<file path="src/rtl/arb_pri_8_v.sv">
// Eight-requester arbiter: fixed-priority or round-robin selection,
// grant held until release, request drop or hold timeout, then one dead cycle.
module arb_pri_8_v #(
  parameter int HOLD_MAX = 16,
  parameter int CNT_W    = 5
) (
  input  logic       i_clk,
  input  logic       i_rst,
  input  logic [7:0] i_req,
  input  logic       i_rr_mode,
  input  logic       i_done,
  output logic [7:0] o_grant,
  output logic [2:0] o_grant_code,
  output logic       o_busy,
  output logic       o_timeout
);

  typedef enum logic [1:0] {
    IDLE,
    GRANT,
    GAP
  } state_t;

  localparam logic [CNT_W-1:0] HOLD_LAST =
    CNT_W'(HOLD_MAX - 1);

  state_t           state, state_nx;
  logic [CNT_W-1:0] cnt, cnt_nx;
  logic [2:0]       last_id, last_id_nx;
  logic [7:0]       grant_nx;
  logic [2:0]       code_nx;
  logic             busy_nx;
  logic             to_nx;
  logic [2:0]       fp_id, rr_id, win_id;
  logic             rr_hit;
  logic             rel, hit;

  // Later iterations overwrite, so the highest set bit wins.
  always_comb begin
    fp_id = '0;
    for (int i = 0; i < 8; i++) begin
      if (i_req[i]) fp_id = 3'(i);
    end
  end

  // Search starts just past the last owner; 3-bit sum wraps 7 -> 0.
  always_comb begin
    rr_id  = '0;
    rr_hit = 1'b0;
    for (int i = 1; i <= 8; i++) begin
      if (!rr_hit && i_req[last_id + 3'(i)]) begin
        rr_id  = last_id + 3'(i);
        rr_hit = 1'b1;
      end
    end
  end

  assign win_id = i_rr_mode ? rr_id : fp_id;
  assign rel    = i_done || !i_req[o_grant_code];
  assign hit    = (HOLD_MAX != 0) && (cnt == HOLD_LAST);

  always_comb begin
    state_nx   = state;
    cnt_nx     = cnt;
    last_id_nx = last_id;
    grant_nx   = o_grant;
    code_nx    = o_grant_code;
    busy_nx    = o_busy;
    to_nx      = 1'b0;
    unique case (state)
      IDLE: begin
        if (|i_req) begin
          state_nx = GRANT;
          cnt_nx   = '0;
          grant_nx = 8'b1 << win_id;
          code_nx  = win_id;
          busy_nx  = 1'b1;
        end
      end
      GRANT: begin
        cnt_nx = cnt + 1'b1;
        if (rel || hit) begin
          state_nx   = GAP;
          grant_nx   = '0;
          code_nx    = '0;
          busy_nx    = 1'b0;
          last_id_nx = o_grant_code;
          to_nx      = hit && !rel;
        end
      end
      GAP: state_nx = IDLE;
      default: state_nx = IDLE;
    endcase
  end

  always_ff @(posedge i_clk or posedge i_rst) begin
    if (i_rst) begin
      state        <= IDLE;
      cnt          <= '0;
      last_id      <= 3'd7;
      o_grant      <= '0;
      o_grant_code <= '0;
      o_busy       <= 1'b0;
      o_timeout    <= 1'b0;
    end else begin
      state        <= state_nx;
      cnt          <= cnt_nx;
      last_id      <= last_id_nx;
      o_grant      <= grant_nx;
      o_grant_code <= code_nx;
      o_busy       <= busy_nx;
      o_timeout    <= to_nx;
    end
  end

endmodule

</file>
<file path="config.mk">
export PLATFORM = sky130hd
export DESIGN_NAME = arb_pri_8_v
export DESIGN_NICKNAME = d
export VERILOG_FILES = /design/src/rtl/arb_pri_8_v.sv
export SDC_FILE = /design/constraint.sdc
export NUM_CORES = 1
export LEC_CHECK = 0
export ABC_CLOCK_PERIOD_IN_PS = 9050
export CORE_UTILIZATION = 40
export DETAILED_ROUTE_END_ITERATION = 10
export SYNTH_ARGS = -nofsm -noshare
export SYNTH_HDL_FRONTEND = slang
export SYNTH_SLANG_ARGS = --single-unit
</file>
<file path="constraint.sdc">
create_clock -name i_clk -period 9.05 [get_ports i_clk]
set_clock_uncertainty 0.1 [all_clocks]
set_input_delay 0.905 -clock i_clk [delete_from_list [all_inputs] [get_ports i_clk]]
set_output_delay 0.905 -clock i_clk [all_outputs]
set_load 0.01 [all_outputs]
</file>
==> results.yml <==
worst_setup_path:
  critical_path_buf_inv_count: 1
  arrival_ps: 4000
  start_kind: "flip-flop"
  crit_type: "flip-flop to flip-flop"
  cp_top_family: "compound AO/OA/AOI/OAI gates"
  cp_slowest_stage_delay_ps: 760
  path_max_fanout: 15
  cp.required_ps: 9140
  end_kind: "flip-flop"
  crit_chain: "inv_1 > ha_1 > mux4_2 > mux2i_1 > o21ai_0 > or4b_4 > a221oi_4 > o211ai_1 > o21ai_1"
  crit_slowest_cell: "dfstp_2"
worst_hold_path:
  hold_class: "flip-flop to flip-flop"
power:
  swShare_pct: 47.8
  power_density_nw_per_um2: 417
  intPower_w: 0.000519
  p_leak_nw: 0.947
  power_w: 0.000995
  power.share.clock_pct: 6.3
  power.switching_w: 0.000475
  peakVddDrop_mv: 0.215
  seqPwrFrac_pct: 21.3
  comb_power_share_pct: 72.4
logic_synthesis:
  netlist_instances: 206
  synth_warnings: 0
  synth-async-reset-ratio_pct: 100
  synth_area_sq_um: 2060
  synth_edf_count: 0
  syn_avg_cell_area_sq_um: 10.0
  synth_ff_type: "dfrtp_1"
  synth_cell_types: 58
  syn_nets: 222
  synthTopCellsByArea: "dfrtp_1, mux4_2, mux2_2, dfstp_2, nand2_1"
  yosysTopAreaCell: "dfrtp_1"
  ys_ff_latch: 23
  yosysSeqAreaShare_pct: 28.1
  synth_top_area_share_pct: 24.3
cts:
  cts_buffers: 3
  root_buffer: "clkbuf_8"
  clk_path_buf_depth: 2
  ctsHtreeMaxLevel: 1
  clock_sinks: 23
  post_cts_resized: 0
  cts.clk_slew.worst_paths_ps: 80
  insertion_delay_ps: 260
  hold_buffers: 0
  post_cts_buffers: 0
  cts_tree: "built"
global_routing:
  antenna_found_initial: 0
  grt_start_max_net_pins: 24
  overflow: 0
  track_usage_pct: 20.8
  grt_pass1_vias: 1696
  grt_pass1_wl_microns: 8590
sta:
  finalSetupViolCount: 0
  period_minus_slack_ps: 3910
  slew_headroom_pct: 41.7
  max_slew.worst_pin.slew_ps: 873
  whs_ps: 380
  finalCritPeriodShare_pct: 43.2
  fmax_mhz: 256
  fin_setup_tns_ps: 0
  finalMaxSlewViolations: 0
  rsz0062_at_grt: "no"
  hold_viol: 0
placed_design:
  numPortBuffers: 24
  finalWeightedCongestion: 0.822
  dp_cells: 287
  place_hpwl_microns: 3720
finish:
  layout.nets: 241
  area_growth_syn_to_layout_pct: 15.6
  fillers: 455
  diodes: 0
  instances_no_fill: 291
  layout-drive-gt1-share_pct: 18.8
route:
  dr.pass1.iters: 5
  drtAntennaViolNets: 0
  routed_wl_microns: 5050
  vias: 1751
  wl_per_cell_microns: 17.3
  avgViaCountPerCell: 6.02
  remaining_drc_errors: 0
  drt_iter0_markers: 182
floorplanning:
  die_w_microns: 73.8
  dieArea_sq_um: 5450
  core_sq_um: 4850
  rows: 25
  initial_core_util_pct: 42.6
  die-height_microns: 73.8
  io_pins: 25
run:
  drv_cap: 0
outcome:
  status: "finished, final reports clean"
-- power groups by stage --
stage | registers [W] | logic, W | clock network [W]
after floorplan | 0.000182 | 0.000571 | 0
after global placement | 0.000216 | 0.000708 | 0
after detailed placement | 0.000215 | 0.000708 | 0
after CTS | 0.000213 | 0.000713 | 0.0000651
after global routing | 0.000223 | 0.000779 | 0.0000697
final | 0.000212 | 0.000720 | 0.0000625
-- per-layer routing --
layer | up-vias | routed length [microns] | track usage (%)
met1 | 855 | 2400 | 31.1
met5 | - | 0 | 0
li1 | 830 | - | -
met3 | 10 | 240 | 3.29
met4 | 0 | 103 | 5.13
met2 | 56 | 2300 | 31.2
-- flip-flops by register name, indices dropped and copies added (netlist names) --
signal	cells
state	2
o_grant_code	3
cnt	5
o_timeout	1
o_grant	8
o_busy	1
last_id	3
-- cell families after synthesis --
family,Yosys count,synth area share (%)
adders and majority gates,4,2.43
and+or+nand+nor,58,15.6
xor gates and xnor gates,5,2.12
muxes,31,23.8
DFF,23,28.1
buffers and inverters,24,5.03
AOI/OAI and AO/OA,61,22.9
-- worst register-to-register path, stage by stage, from the launching register on --
cell and delay, ps:
dfstp_2 760, inv_1 170, ha_1 590, mux4_2 450
mux2i_1 210, o21ai_0 250, or4b_4 600, a221oi_4 360
o211ai_1 190, o21ai_1 150
-- stage by stage --
stage	worst slack (ps)	instance area (sq um)	utilization, %
5_1_grt	4910	2390	49.2
4_1_cts	5150	2390	49.2
6_report	5140	2390	49.2
2_1_floorplan	5220	2060	-
3_5_place_dp	5030	2340	48.3
3_3_place_gp	5030	2340	48.3
-- Yosys cell counts (all sizes together), types with 4 or more instances --
master / count
nand2b: 7
a22o: 4
clkbuf: 6
nor3: 5
mux2i: 5
inv: 13
o21ai: 12
mux4: 11
nor2b: 4
a221oi: 4
mux2: 15
nand3: 4
a21o: 4
buf: 5
dfrtp: 20
ha: 4
a21oi: 5
o211ai: 4
a32o: 4
nand2: 15
nor2: 10
-- placed cells by master, fill, tap and decap left out, drive strengths merged, types with 5 or more instances in the layout --
cell / netlist / layout
nor2: 10 / 10
o21ai: 12 / 12
nand2b: 7 / 7
clkdlybuf4s50: 0 / 24
nor3: 5 / 5
a21oi: 5 / 5
mux2: 15 / 15
dfrtp: 20 / 20
inv: 13 / 13
nand2: 15 / 15
mux4: 11 / 11
mux2i: 5 / 5
-- worst paths after layout --
kind | start | end | slack [ps] | cells past startpoint
worst max-delay path | last_id[1] | o_grant[1] | 5140 | 9
worst min-delay path | cnt[3] | cnt[3] | 380 | 1
worst max register to register | last_id[1] | o_grant[1] | 5140 | 9
worst min register to register | cnt[3] | cnt[3] | 380 | 1
max in group asynchronous | i_rst | state[1] | 7280 | 2
min in group asynchronous | i_rst | cnt[2] | 1030 | 2
-- area by class of cell --
type	instances	area [sq um]	area share, %
Clock inverter	1	5.00	0.210
Inverter	13	48.8	2.05
Timing Repair Buffer	25	248	10.4
Clock buffer	3	41.3	1.73
Tap cell	67	83.8	3.51
Multi-Input combinational cell	159	1380	57.8
Sequential cell	23	579	24.3
Note: power is estimated with default switching activity, not from simulation.
